<file path="src/rtl/fibo_pkg.sv">
// Shared types and constants for the Fibonacci job scheduler.
// Latency: n/a (declarations only).
// Backpressure: n/a.
package fibo_pkg;

    typedef enum logic [2:0] {
        ST_IDLE,
        ST_B2B,
        ST_FIB,
        ST_B2D,
        ST_RESP
    } sched_state_t;

    localparam int BCD_DIGIT_W = 4;
    localparam int FIB_IDX_MAX = 31;
    localparam int BCD_SAT     = 9999;

    function automatic logic bcd_pair_ok(input logic [2*BCD_DIGIT_W-1:0] v);
        return (v[2*BCD_DIGIT_W-1:BCD_DIGIT_W] <= 4'd9) && (v[BCD_DIGIT_W-1:0] <= 4'd9);
    endfunction

endpackage

</file>
<file path="src/rtl/rr_arbiter2.sv">
// Two-way round-robin arbiter; favours the requester not granted last.
// Latency: combinational grant, pointer updates one cycle after adv.
// Backpressure: none; pointer only moves on the adv strobe.
module rr_arbiter2 (
    input  logic       clk,
    input  logic       rst_n,
    input  logic [1:0] req,
    input  logic       adv,
    input  logic       adv_id,
    output logic       gnt_vld,
    output logic       gnt_id
);

    logic last_id;

    assign gnt_vld = |req;
    assign gnt_id  = !(req[0] && (last_id || !req[1]));

    // Pointer starts at 1 so requester 0 wins the first contested grant.
    always_ff @(posedge clk) begin
        if (!rst_n) begin
            last_id <= 1'b1;
        end else if (adv) begin
            last_id <= adv_id;
        end
    end

endmodule

</file>
<file path="src/rtl/fibo_job_scheduler.sv">
// Grants one BCD job at a time and walks it through b2b -> fib -> b2d units.
// Latency: 3 + t_b2b + t_fib + t_b2d cycles from req_ack to rsp_valid.
// Backpressure: requests wait (held valid) until the scheduler returns to IDLE.
module fibo_job_scheduler
    import fibo_pkg::*;
#(
    parameter int TIMEOUT_CYC = 1024
) (
    input  logic        clk,
    input  logic        rst_n,
    input  logic [1:0]  req_valid,
    input  logic [7:0]  req_bcd0,
    input  logic [7:0]  req_bcd1,
    output logic [1:0]  req_ack,
    output logic        b2b_start,
    output logic [7:0]  b2b_bcd,
    input  logic        b2b_done,
    input  logic [6:0]  b2b_bin,
    output logic        fib_start,
    output logic [4:0]  fib_idx,
    input  logic        fib_done,
    input  logic [19:0] fib_val,
    output logic        b2d_start,
    output logic [13:0] b2d_bin,
    input  logic        b2d_done,
    input  logic [15:0] b2d_bcd,
    output logic        rsp_valid,
    output logic        rsp_id,
    output logic [15:0] rsp_bcd,
    output logic        rsp_err,
    output logic        busy
);

    localparam int CNT_W = $clog2(TIMEOUT_CYC + 1);

    sched_state_t     state;
    sched_state_t     state_nxt;
    logic [CNT_W-1:0] stage_cnt;
    logic             tmo;
    logic             gnt_vld;
    logic             gnt_id;
    logic [7:0]       gnt_bcd;
    logic             opnd_ok;

    assign tmo     = (stage_cnt == CNT_W'(TIMEOUT_CYC - 1));
    assign gnt_bcd = gnt_id ? req_bcd1 : req_bcd0;
    assign opnd_ok = bcd_pair_ok(gnt_bcd);

    rr_arbiter2 u_arb (
        .clk     (clk),
        .rst_n   (rst_n),
        .req     (req_valid),
        .adv     (state == ST_RESP),
        .adv_id  (rsp_id),
        .gnt_vld (gnt_vld),
        .gnt_id  (gnt_id)
    );

    // A done in the same cycle as the timeout still wins.
    always_comb begin
        state_nxt = state;
        case (state)
            ST_IDLE: if (gnt_vld) state_nxt = opnd_ok ? ST_B2B : ST_RESP;
            ST_B2B:  if (b2b_done) state_nxt = ST_FIB;  else if (tmo) state_nxt = ST_RESP;
            ST_FIB:  if (fib_done) state_nxt = ST_B2D;  else if (tmo) state_nxt = ST_RESP;
            ST_B2D:  if (b2d_done) state_nxt = ST_RESP; else if (tmo) state_nxt = ST_RESP;
            ST_RESP: state_nxt = ST_IDLE;
            default: state_nxt = ST_IDLE;
        endcase
    end

    always_ff @(posedge clk) begin
        if (!rst_n) begin
            state     <= ST_IDLE;
            stage_cnt <= '0;
            req_ack   <= '0;
            b2b_start <= 1'b0;
            b2b_bcd   <= '0;
            fib_start <= 1'b0;
            fib_idx   <= '0;
            b2d_start <= 1'b0;
            b2d_bin   <= '0;
            rsp_valid <= 1'b0;
            rsp_id    <= 1'b0;
            rsp_bcd   <= '0;
            rsp_err   <= 1'b0;
            busy      <= 1'b0;
        end else begin
            state     <= state_nxt;
            stage_cnt <= (state_nxt != state || state == ST_IDLE) ? '0 : stage_cnt + 1'b1;
            busy      <= (state_nxt != ST_IDLE);
            rsp_valid <= (state_nxt == ST_RESP);
            req_ack   <= '0;
            b2b_start <= 1'b0;
            fib_start <= 1'b0;
            b2d_start <= 1'b0;
            case (state)
                ST_IDLE: begin
                    if (gnt_vld) begin
                        req_ack   <= gnt_id ? 2'b10 : 2'b01;
                        rsp_id    <= gnt_id;
                        b2b_bcd   <= gnt_bcd;
                        rsp_bcd   <= '0;
                        rsp_err   <= !opnd_ok;
                        b2b_start <= opnd_ok;
                    end
                end
                ST_B2B: begin
                    if (b2b_done) begin
                        fib_start <= 1'b1;
                        fib_idx   <= (b2b_bin > 7'(FIB_IDX_MAX)) ? 5'(FIB_IDX_MAX) : b2b_bin[4:0];
                    end else if (tmo) begin
                        rsp_err <= 1'b1;
                        rsp_bcd <= '0;
                    end
                end
                ST_FIB: begin
                    if (fib_done) begin
                        b2d_start <= 1'b1;
                        b2d_bin   <= (fib_val >= 20'(BCD_SAT)) ? 14'(BCD_SAT) : fib_val[13:0];
                    end else if (tmo) begin
                        rsp_err <= 1'b1;
                        rsp_bcd <= '0;
                    end
                end
                ST_B2D: begin
                    if (b2d_done) begin
                        rsp_bcd <= b2d_bcd;
                        rsp_err <= 1'b0;
                    end else if (tmo) begin
                        rsp_err <= 1'b1;
                        rsp_bcd <= '0;
                    end
                end
                default: ;
            endcase
        end
    end

endmodule

</file>
<file path="config.mk">
export PLATFORM = sky130hd
export DESIGN_NAME = fibo_job_scheduler
export DESIGN_NICKNAME = d
export VERILOG_FILES = /design/src/rtl/fibo_pkg.sv /design/src/rtl/rr_arbiter2.sv /design/src/rtl/fibo_job_scheduler.sv
export SDC_FILE = /design/constraint.sdc
export NUM_CORES = 1
export LEC_CHECK = 0
export ABC_AREA = 1
export CAP_MARGIN = 40
export CORE_ASPECT_RATIO = 1.25
export CORE_UTILIZATION = 46
export DETAILED_ROUTE_END_ITERATION = 6
export PLACE_DENSITY = 0.89
export RECOVER_POWER = 25
export SYNTH_ARGS = -nofsm -noshare
export SYNTH_HDL_FRONTEND = slang
export SYNTH_SLANG_ARGS = --single-unit
</file>
<file path="constraint.sdc">
create_clock -name clk -period 4.3 [get_ports clk]
set_input_delay 0.43 -clock clk [delete_from_list [all_inputs] [get_ports clk]]
set_output_delay 0.43 -clock clk [all_outputs]
set_load 0.01 [all_outputs]
</file>
==> reports/results.ini, run 1 <==
[floorplan]
die_h_um=90.70
io_pins=118
start_util=0.4879
die_w_um=72.96
die_area_um2=6617
coreArea_um2=5934
core.rowCount=31

[run_status]
outcome=finished clean

[synth]
synth_cell_type_count=33
synth_nets=452
ys.flop_type=dfxtp_1
yosysSeqAreaShare=0.4633
synth_area_leaders=dfxtp_1 (46%), nand2_1 (11%), a21oi_1 (6.6%)
syn_inst=385
synth_edf_count=0
async_flop_share=0
synth_top_area_frac=0.4633
yosysWarnings=0
syn_area_um2=2895
ys_ff_latch=67
synth_top_area_cell=dfxtp_1
syn_area_per_cell_um2=7.520

[sta]
finalCritPeriodShare=0.5289
setup_tns_ns=0
setup_viol=0
hold_viol=0
tightest_slew_ns=0.7140
slew_headroom=0.5224
drv_slew=0
clock_skew_ns=0.009077
fmax_mhz=439.7
rsz0062_at_grt=no
min_period_ns=2.274

[clocking]
cts_hold_buf=0
cts_max_level=3
clock_path_buffers=2
root_buffer=clkbuf_8
numCtsBuffers=9
cts_resized=0
insertion_delay_ns=0.34
clk_pin_slew_worst_paths_ns=0.08
cts_tree=yes
cts.sinks=67
cts_setup_buffers=0

[route]
drc=0
dr_total_vias=2932
drt-pass1-iter-count=4
viasPerCell=4.978
drtAntennaViolNets=0
drt-wirelength-per-cell_um=12.67
wirelength_um=7465
drt_iter0_markers=168

[layout]
layout.nets=569
area_delta_synth_final_pct=49.78
fin_cells=589
n_fill_cell=449
drive_above_1_share=0.1124
design_area_um2=4337
antenna_cells=0

[placement]
portBuffers=117
dp_cells=573
dp_hpwl_um=5531
gp_congestion=0.8384
place_area_um2=4120

[critical_path]
start_kind=primary input
cp-end-kind=register
worstPathMaxFanout=22
worstSetupStartpoint=rst_n
critical_path_class=in -> reg
worstPathRequired_ns=4.56
r2r_start=state[1]$_SDFF_PN0_
r2r_slack_ns=2.49
cp.arrival_ns=2.54

[global_route]
grt_max_degree=23
grt_pass1_wl_um=12240
grt_usage=0.2373
grt_pass1_vias=2866
grt-ovfl-total=0
antenna_found_initial=0

[pwr]
ir_worst_vdd_mv=0.1855
p_per_area_nw_per_um2=346.4
fin_total_pwr_mw=1.502
p_leak_nw=1.774

[min_path]
hold_class=reg -> reg
holdCritStartpoint=stage_cnt[0]$_SDFF_PP0_

[job]
maxCapViolations=0

-- power by group --
group,switching [mW],internal [mW]
logic,0.136,0.131
clock network,0.241,0.324
registers,0.0187,0.652
total,0.395,1.11
-- synth_stat cells, types with 4 or more instances --
| cell type | instances |
|---|---|
| inv_1 | 26 |
| nand2_1 | 88 |
| nand4_1 | 8 |
| nor3_1 | 7 |
| xnor2_1 | 5 |
| nand2_2 | 7 |
| nor2_1 | 45 |
| dfxtp_1 | 67 |
| nor2_2 | 12 |
| inv_2 | 6 |
| nand3_1 | 9 |
| clkbuf_1 | 7 |
| nand3b_1 | 4 |
| o21ai_0 | 19 |
| a31oi_1 | 5 |
| a21oi_1 | 38 |
-- metal layers --
metal / global-route usage / vias to the layer above / share of wire / wire (um)
li1: - / 1483 / - / -
met4: 0.1291 / 0 / 0.028 / 208
met2: 0.4097 / 109 / 0.52 / 3900
met5: 0 / - / 0 / 0
met1: 0.2579 / 1321 / 0.39 / 2899
met3: 0.06250 / 19 / 0.061 / 455
-- cells in the final DEF, fill, tap and decap left out, types with 2 or more instances in the layout --
master,Yosys,layout
clkinvlp_4,0,3
nor3_1,7,7
a31oi_1,5,5
nor2_4,3,3
nor3_2,3,3
nand3_2,3,3
or2_1,2,2
xnor2_1,5,5
clkinv_2,0,2
inv_2,6,6
xor2_1,3,3
nand4_1,8,8
dlygate4sd3_1,0,29
nor2_1,45,45
dfxtp_1,67,67
nand3b_1,4,4
nand3_1,9,9
inv_1,26,26
bufinv_16,0,2
clkbuf_8,0,9
nand2_2,7,7
nor2_2,12,12
a21oi_1,38,38
nand2_1,88,88
clkdlybuf4s50_1,0,88
o21ai_0,19,19
o21ai_1,2,2
nand2_4,2,2
or2_2,2,2
-- worst max-delay path, cell delays in order --
cell and delay (ns):
dlygate4sd3_1 1.00, clkinv_1 0.60, buf_8 0.32, a21oi_1 0.18
-- sequential cells by signal, summed over array words and instances (netlist names), 2 cells and up --
name and count:
b2b_bcd 8, b2d_bin 14, fib_idx 5, req_ack 2, rsp_bcd 16, stage_cnt 11
state 3
-- layout make-up --
type | count | area [um^2] | area share
repair buffers | 118 | 1186 | 0.2735
clock buffers | 9 | 123.9 | 0.02856
clock inverters | 7 | 92.59 | 0.02135
flip-flops and latches | 67 | 1341 | 0.3093
well taps | 82 | 102.6 | 0.02366
inverters | 33 | 123.9 | 0.02856
multi-input cells | 273 | 1366 | 0.3151
-- cells by family (layout without fill, tap and decap cells) --
logic type / Yosys count / in the layout / synth area share
buffers and inverters: 45 / 167 / 0.06482
AOI/OAI and AO/OA: 67 / 67 / 0.1214
adders and majority gates: 1 / 1 / 0.004321
xor gates and xnor gates: 8 / 8 / 0.02420
DFF: 67 / 67 / 0.4633
and+or+nand+nor: 197 / 197 / 0.3220
-- per-stage QoR --
step	hold WS, ns	worst slack (ns)	utilization
detailed placement	0.4359	1.769	0.6943
floorplan	0.4175	2.793	-
CTS	0.4520	2.150	0.7308
finish	0.4458	2.026	0.7308
global placement	0.4267	1.600	0.6918
global route	0.4724	1.952	0.7308
-- path summary, 6_finish.rpt --
kind	cells past startpoint	end
worst max-delay path	4	rsp_bcd[8]$_SDFFE_PN0P_
worst min-delay path	1	stage_cnt[0]$_SDFF_PP0_
worst max register to register	8	stage_cnt[0]$_SDFF_PP0_
worst min register to register	1	stage_cnt[0]$_SDFF_PP0_
(Power assumes the default switching activity.)
==> run 2, diff against run 1 <==
--- a/config.mk
+++ b/config.mk
@@ -8,9 +8,9 @@
 export ABC_AREA = 1
 export CAP_MARGIN = 40
 export CORE_ASPECT_RATIO = 1.25
-export CORE_UTILIZATION = 46
+export CORE_UTILIZATION = 43
 export DETAILED_ROUTE_END_ITERATION = 6
-export PLACE_DENSITY = 0.89
+export PLACE_DENSITY = 0.84
 export RECOVER_POWER = 25
 export SYNTH_ARGS = -nofsm -noshare
 export SYNTH_HDL_FRONTEND = slang
==> constraint.sdc (replaced) <==
create_clock -name clk -period 2.1 [get_ports clk]
set_input_delay 0.21 -clock clk [delete_from_list [all_inputs] [get_ports clk]]
set_output_delay 0.21 -clock clk [all_outputs]
set_load 0.01 [all_outputs]
==> run 2 against run 1 <==
Against the previous run:
- clock-buffer cell count rose by 4
- largest power group unchanged
- non-clock buffer count increased by 6
- worst hold slack worse by 0.011 ns
- clock skew increased by 0.0028 ns
- wire length down 4.4%
- first-iteration DRC count decreased by 38%
- combinational power rose by 110%
- largest cell class unchanged
- critical path depth up 7
==> reports/results.ini, run 2 (synthesis gave the netlist of run 1 again) <==
[pwr]
p_int_mw=2.126  ; +92%
p_switching_uw=755.4  ; +91%
seq_power_share=0.476  ; +0.030
p_per_area_nw_per_um2=664.9  ; +92%
p_comb_frac=0.191  ; +0.013
switching_share=0.2622  ; -0.0009269
clkPwrFrac=0.332  ; -0.044
ir_worst_vdd_mv=0.4047  ; +120%
p_leak_nw=1.762  ; -0.72%

[layout]
design_area_um2=4333  ; about the same
reg_top3=rsp_bcd (16), b2d_bin (14), stage_cnt (11)
layout.nets=575  ; +1.1%
largest_register_ffs=16  ; unchanged
layout_common_cells=clkdlybuf4s50_1 (96), nand2_1 (88), dfxtp_1 (67), nor2_1 (46), a21oi_1 (38)
layout_commonest_cell=clkdlybuf4s50_1
antenna_cells=0  ; unchanged
drive_above_1_share=0.1152  ; +0.002808
n_fill_cell=566  ; +26%
top_register=rsp_bcd
area_delta_synth_final_pct=49.65  ; about the same

[critical_path]
worstPathRequired_ns=2.37  ; -2.19 ns
r2r_end=stage_cnt[2]$_SDFF_PP0_
worstSetupStartpoint=stage_cnt[0]$_SDFF_PP0_
start_kind=register
reg2regPathDepth=11  ; +3
cp-end-kind=register
worstPathMaxFanout=11  ; -50%
endpoint=stage_cnt[2]$_SDFF_PP0_
r2r_slack_ns=0.28  ; -2.21 ns
cp.arrival_ns=2.09  ; -0.45 ns
critical_path_class=reg -> reg
r2r_start=stage_cnt[0]$_SDFF_PP0_

[route]
drtAntennaViolNets=0  ; unchanged
dr_total_vias=2911  ; -0.72%
drt-pass1-iter-count=4  ; unchanged
wirelength_um=7134  ; -4.4%
drc=0  ; unchanged
viasPerCell=4.860  ; -2.4%
drt_iter0_markers=105  ; -38%
drt-wirelength-per-cell_um=11.91  ; -6.0%

[min_path]
hold_class=in -> reg

[clocking]
numCtsBuffers=9  ; unchanged
cts.sinks=67  ; unchanged
root_buffer=clkbuf_8
cts_setup_buffers=0  ; unchanged
insertion_delay_ns=0.34  ; about the same
clock_path_buffers=2  ; unchanged
cts_resized=0  ; unchanged
cts_tree=yes
cts_max_level=3  ; unchanged
clk_pin_slew_worst_paths_ns=0.07  ; about the same
cts_hold_buf=0  ; unchanged

[global_route]
antenna_found_initial=0  ; unchanged
grt_pass1_vias=2741  ; -4.4%
grt_pass1_wl_um=11510  ; -6.0%
grt-ovfl-total=0  ; unchanged
grt_usage=0.2118  ; -0.02549
grt_max_degree=30  ; +30%

[sta]
fmax_mhz=548.1
setup_viol=0  ; unchanged
tightest_slew_ns=0.5843  ; -0.1298 ns
clock_skew_ns=0.01191  ; +0.002829 ns
hold_viol=0  ; unchanged
drv_slew=0  ; unchanged
setup_tns_ns=0  ; unchanged
rsz0062_at_grt=no
whs_ns=0.4347  ; -0.01106 ns
min_period_ns=1.824
finalCritPeriodShare=0.8688
slew_headroom=0.6105  ; +0.08808

[placement]
gp_congestion=0.9030  ; +7.7%
place_area_um2=4164  ; +1.1%
portBuffers=117  ; unchanged
dp_hpwl_um=5419  ; -2.0%

[floorplan]
coreArea_um2=6524  ; +9.9%
die_area_um2=7068  ; +6.8%
core.rowCount=33  ; +6.5%
die_h_um=93.74  ; +3.4%
io_pins=118  ; unchanged
die_w_um=75.40  ; +3.3%
start_util=0.4438  ; -0.04407

[run_status]
outcome=finished clean

[job]
maxCapViolations=0  ; unchanged

[run 2: cell count changes in the layout (fill, tap and decap cells not counted), sizes merged]
cell / delta
dlygate4sd3: -8
clkinvlp: -3
bufinv: -2
clkdlybuf4s50: +8
clkbuf: +5
buf: +5
[run 2: power groups by stage]
stage	sequential [mW]	clock (mW)	combinational [mW]
2_1_floorplan	1.42	0	0.260
3_3_place_gp	1.40	0	0.558
3_5_place_dp	1.40	0	0.566
4_1_cts	1.37	0.976	0.570
5_1_grt	1.38	1.03	0.605
6_report	1.37	0.958	0.552
[run 2: critical path: stages (launching register included)]
cell	delay (ns)
dfxtp_1	0.35
ha_1	0.21
nand2_2	0.08
nor2_4	0.12
nand3_2	0.17
nand2_1	0.09
nand2_1	0.06
a21oi_2	0.18
nand2_1	0.08
nand2_1	0.08
nand2_2	0.20
nor2_2	0.14
[run 2: through the flow]
stage	worst slack [ns]	util	cells	total power, mW
2_1_floorplan	0.5926	-	385	1.681
3_3_place_gp	0.1986	0.6383	584	1.958
3_5_place_dp	0.1302	0.6383	584	1.966
4_1_cts	0.3126	0.6657	599	2.919
5_1_grt	0.1041	0.6642	599	3.018
6_report	0.2755	0.6642	599	2.881
[run 2: cell type report]
type / count / area [um^2] / share of cell area
multi-input combinational: 273 / 1359 / 0.3136
sequential: 67 / 1341 / 0.3096
timing repair buffer: 124 / 1221 / 0.2818
clock buffer: 13 / 168.9 / 0.03898
inverter: 33 / 123.9 / 0.02859
tap: 87 / 108.9 / 0.02512
clock inverter: 2 / 10.01 / 0.002310
[run 2: worst min-delay path by stage]
stage	endpoint	startpoint	cells past startpoint	slack (ns)
after detailed placement	stage_cnt[0]$_SDFF_PP0_	stage_cnt[0]$_SDFF_PP0_	1	0.43
after global placement	stage_cnt[0]$_SDFF_PP0_	stage_cnt[0]$_SDFF_PP0_	1	0.42
after CTS	rsp_bcd[13]$_SDFFE_PN0P_	b2d_bcd[13]	3	0.43
after global routing	rsp_bcd[2]$_SDFFE_PN0P_	b2d_bcd[2]	3	0.43
after floorplan	b2d_bin[0]$_SDFFE_PN0P_	fib_val[0]	2	0.34
final	rsp_bcd[0]$_SDFFE_PN0P_	b2d_bcd[0]	3	0.43
[run 2: per-layer routing]
layer | up-vias | track usage | wire [um]
met5 | - | 0 | 0
met4 | 0 | 0.08642 | 104
met3 | 11 | 0.04614 | 410
met2 | 89 | 0.3810 | 3685
met1 | 1324 | 0.2341 | 2934
li1 | 1487 | - | -
